<file path="config.mk">
export PLATFORM = sky130hd
export DESIGN_NAME = bcd_converter_seq
export DESIGN_NICKNAME = d
export VERILOG_FILES = /design/src/rtl/bcd_converter_seq.sv
export SDC_FILE = /design/constraint.sdc
export NUM_CORES = 1
export LEC_CHECK = 0
export ABC_AREA = 1
export CORE_ASPECT_RATIO = 1.75
export CORE_MARGIN = 5
export CORE_UTILIZATION = 40
export CTS_CLUSTER_DIAMETER = 150
export DETAILED_ROUTE_END_ITERATION = 10
export GPL_ROUTABILITY_DRIVEN = 1
export GPL_TIMING_DRIVEN = 1
export MAX_ROUTING_LAYER = met4
export SYNTH_ARGS = -nofsm -noshare
export SYNTH_HDL_FRONTEND = slang
export SYNTH_SLANG_ARGS = --single-unit
</file>
<file path="constraint.sdc">
create_clock -name clk -period 1.4 [get_ports clk]
set_input_delay 0.28 -clock clk [delete_from_list [all_inputs] [get_ports clk]]
set_output_delay 0.28 -clock clk [all_outputs]
set_load 0.005 [all_outputs]
</file>
<file path="src/rtl/bcd_converter_seq.sv">
// Multi-cycle binary-to-BCD converter (shift-add-3), one input bit per clock, start/busy/done handshake.
// Optional build macro BCD_SATURATE_EN: overflowed results read as all-9 digits.
module bcd_converter_seq #(
    parameter int unsigned BIN_WIDTH = 16,
    parameter int unsigned DIGITS    = 5
) (
    input  logic                  clk,
    input  logic                  reset,
    input  logic                  start,
    input  logic [BIN_WIDTH-1:0]  bin_in,
    output logic                  busy,
    output logic                  done,
    output logic [4*DIGITS-1:0]   bcd_out,
    output logic                  overflow
);
    localparam int unsigned BCD_W = 4 * DIGITS;
    localparam int unsigned CNT_W = $clog2(BIN_WIDTH);

    localparam logic [1:0] ST_IDLE  = 2'd0;
    localparam logic [1:0] ST_SHIFT = 2'd1;
    localparam logic [1:0] ST_DONE  = 2'd2;

    logic [1:0]           state, state_nxt;
    logic [BIN_WIDTH-1:0] bin_sr, bin_nxt;
    logic [BCD_W-1:0]     work, work_nxt, adj;
    logic [CNT_W-1:0]     count, count_nxt;
    logic                 ovf_flag, ovf_nxt;
    logic [BCD_W-1:0]     bcd_nxt;
    logic                 overflow_nxt, busy_nxt, done_nxt;

    // State and datapath registers
    always_ff @(posedge clk) begin
        if (reset) begin
            state    <= ST_IDLE;
            bin_sr   <= '0;
            work     <= '0;
            count    <= '0;
            ovf_flag <= 1'b0;
            bcd_out  <= '0;
            overflow <= 1'b0;
            busy     <= 1'b0;
            done     <= 1'b0;
        end else begin
            state    <= state_nxt;
            bin_sr   <= bin_nxt;
            work     <= work_nxt;
            count    <= count_nxt;
            ovf_flag <= ovf_nxt;
            bcd_out  <= bcd_nxt;
            overflow <= overflow_nxt;
            busy     <= busy_nxt;
            done     <= done_nxt;
        end
    end

    // Next-state and datapath logic
    always_comb begin
        state_nxt    = state;
        bin_nxt      = bin_sr;
        work_nxt     = work;
        count_nxt    = count;
        ovf_nxt      = ovf_flag;
        bcd_nxt      = bcd_out;
        overflow_nxt = overflow;

        // Add-3 correction so each digit carries correctly on the following doubling
        adj = work;
        for (int unsigned k = 0; k < DIGITS; k++) begin
            if (work[4*k +: 4] >= 4'd5) begin
                adj[4*k +: 4] = work[4*k +: 4] + 4'd3;
            end
        end

        case (state)
            ST_IDLE: begin
                if (start) begin
                    state_nxt = ST_SHIFT;
                    bin_nxt   = bin_in;
                    work_nxt  = '0;
                    count_nxt = '0;
                    ovf_nxt   = 1'b0;
                end
            end
            ST_SHIFT: begin
                work_nxt = {adj[BCD_W-2:0], bin_sr[BIN_WIDTH-1]};
                bin_nxt  = {bin_sr[BIN_WIDTH-2:0], 1'b0};
                // A bit leaving the top digit means the value needs more digits
                ovf_nxt  = ovf_flag | adj[BCD_W-1];
                if (count == CNT_W'(BIN_WIDTH - 1)) begin
                    state_nxt    = ST_DONE;
                    overflow_nxt = ovf_nxt;
                    bcd_nxt      = work_nxt;
`ifdef BCD_SATURATE_EN
                    if (ovf_nxt) begin
                        bcd_nxt = {DIGITS{4'h9}};
                    end
`endif
                end else begin
                    count_nxt = count + CNT_W'(1);
                end
            end
            ST_DONE: begin
                state_nxt = ST_IDLE;
            end
            default: begin
                state_nxt = ST_IDLE;
            end
        endcase

        busy_nxt = (state_nxt != ST_IDLE);
        done_nxt = (state_nxt == ST_DONE);
    end
endmodule

</file>
==> metrics.txt <==
Final Core Density 53.9%; IO buf count 41; worst slack at placement -0.117 ns; worst path required time 1.66 ns; Critical Path Sink Type register; DRC errors left 0; Slew @ Worst Pin 0.271 ns; # diodes 0; Cell Area, Placed 0.00383 mm^2; area delta synth->final 33.2%; placed insts 583; post-synth top area share 41.9%; slew margin rel. 81.8%; syn_area_per_cell 7.13 um^2; Layout Cells excl Fill 604; Final Cycle Share 93.4%; drt via density 5.01; Critical Setup Path Class register to register; type of the worst min-delay path register to register; CTS clk-pin slew, worst paths 0.05 ns; antenna-violating nets left 0; Final setup viols 0; Yosys cell types 25; design area 0.00421 mm^2; most frequent cells in the layout 128 x nand2_1, 58 x dfxtp_1, 54 x nand3_1, 40 x inv_1, 32 x a21oi_1; Post-Syn Area 0.00316 mm^2; delay-heaviest family, CP simple AND/OR/NAND/NOR gates; first-pass GRT wire length 13.0 mm; xor-xnor portion of the synthesized cell area 0%; Cell Rows 43; gpl congestion 0.918; Post-DP HPWL 5.49 mm; Core ar. 0.00780 mm^2; cts hold-fix bufs 0; cells after synthesis 443; largest family of logic cells by synthesized area simple AND/OR/NAND/NOR gates; Slowest Stage Delay on Critical Path 0.37 ns; Final Hold Fails 0; Post-synth top flop dfxtp_1; IO Pins 42; complex-gate fraction of the synthesized area 12.5%; sequential element share of the synthesized area 41.9%; largest area contributor in the netlist dfxtp_1; total number of vias 3025; total wire length 7.88 mm; WHS 0.459 ns; CTS tree yes; H-tree levels 3; M1 GR Usage 16.6%; Post-synth EDFFs 0; Synth Area in Simple Gates 31.8%; Tmin final 1.31 ns; VDD IR max 0.551 mV; number of synthesized register bits 66; nets@finish 539; crit path cell chain inv_2 -> nor2_4 -> nand2_2 -> inv_4 -> nand2_4 -> buf_12 -> o21ai_0; Async S/R FF share, synth 0%; most common cell after layout, fill and taps aside nand2_1; worst path bufs/invs 3; Synth Area in Adders 4.36%; worst-case clock buffer depth 2; drt wl/cell 13.0 um; CTS root buffer clkbuf_16; Critical Path Fanout Max 18; total gr overflow 0; Ys Warns 0; skew final 0.00356 ns; die width 77.2 um; detailed-router iteration count before antenna repair 4; max_cap viols 0; layout cells sized above 1 16.9%; clock buffer count from CTS 9; post-synthesis mux area share 0%; slowest stage cell, crit path dfxtp_2; final slew viol count 0; total power 4.41 mW; syn nets 473; largest net degree at the start of global routing 28; initial antenna violation count 0; top post-synthesis cells by area dfxtp_1 42%, nand2_1 16%, nand3_1 9.2%; initial core utilization 40.5%; power per cell area 1050 mW/mm^2; number of global-route vias before repair 3001; FMAX 765 MHz; worst path arrival time 1.56 ns; CP Launch Type register; # clock sinks 66; total track usage 16.8%; busiest grt layer met2; outcome complete, no violations; final setup margin 0.0921 ns; initial drt markers 108; grt met2 use 29.1%; met3 usage 5.22%; die footprint 0.00984 mm^2; setup_tns 0 ns; Die Y-Extent 128 um; RSZ-0062 raised after global routing yes; P_leak 1.93 nW; Clk Latency, worst-skew pair 0.33 ns
worst paths after layout:
path | from | to | slack (ns) | cells after the start
setup / recovery | state[0] | bcd_out[12] | 0.09 | 7
hold / removal | bin_sr[0] | bin_sr[0] | 0.46 | 2
setup reg to reg | state[0] | bcd_out[12] | 0.09 | 7
hold reg to reg | bin_sr[0] | bin_sr[0] | 0.46 | 2
logic make-up after synthesis:
logic type	after synthesis
fa+ha+maj	11
buf+inv	63
simple gates	233
compound gates	70
flops	66
synth_stat cells (2+ instances only):
library cell and number:
nand4_1 11, o21ai_2 9, dfxtp_1 66, a21oi_1 32
nor2_2 2, inv_1 42, o21ai_0 24, nand2_1 133
clkbuf_1 4, ha_1 11, inv_2 3, nor2_1 25
nand3_1 58, buf_2 5, nand2_4 2, buf_6 7
tightest hold or removal path: cells and delay by family (launching register included):
kind | cells | cell delay [ns]
AOI/OAI and AO/OA | 1 | 0.05
DFF | 1 | 0.30
and+or+nand+nor | 1 | 0.06
power breakdown:
| part | switching (mW) | internal (mW) | total, mW |
|---|---|---|---|
| registers | 0.0251 | 1.92 | 1.95 |
| logic | 0.177 | 0.174 | 0.351 |
| clock network | 0.776 | 1.34 | 2.11 |
| total | 0.978 | 3.43 | 4.41 |
registers in the layout (all words and copies together), names as in the netlist, 2 cells and up:
| register | count |
|---|---|
| bin_sr | 16 |
| work | 20 |
| bcd_out | 20 |
| count | 4 |
| state | 2 |
metal layers:
layer | up-vias | share of wire [%]
met5 | - | 0
met3 | 10 | 3.9
met1 | 1379 | 41
met2 | 61 | 54
met4 | 0 | 1.6
li1 | 1575 | -
layout make-up:
class	instances	area, um^2
fillers	736	3600
clock buffers	14	274
inverters	45	171
well taps	90	113
clock inverters	2	10.0
repair buffers	73	718
multi-input cells	314	1590
flip-flops and latches	66	1330
timing repair:
| item | 4_1_cts | 5_1_grt |
|---|---|---|
| cloned | 0 | 1 |
| pin swaps | 0 | 5 |
| setup buffers | 0 | 4 |
| setup endpoints to repair | 24 | 37 |
| gates resized for setup | 28 | 23 |
Note: power is estimated with default switching activity, not from simulation.
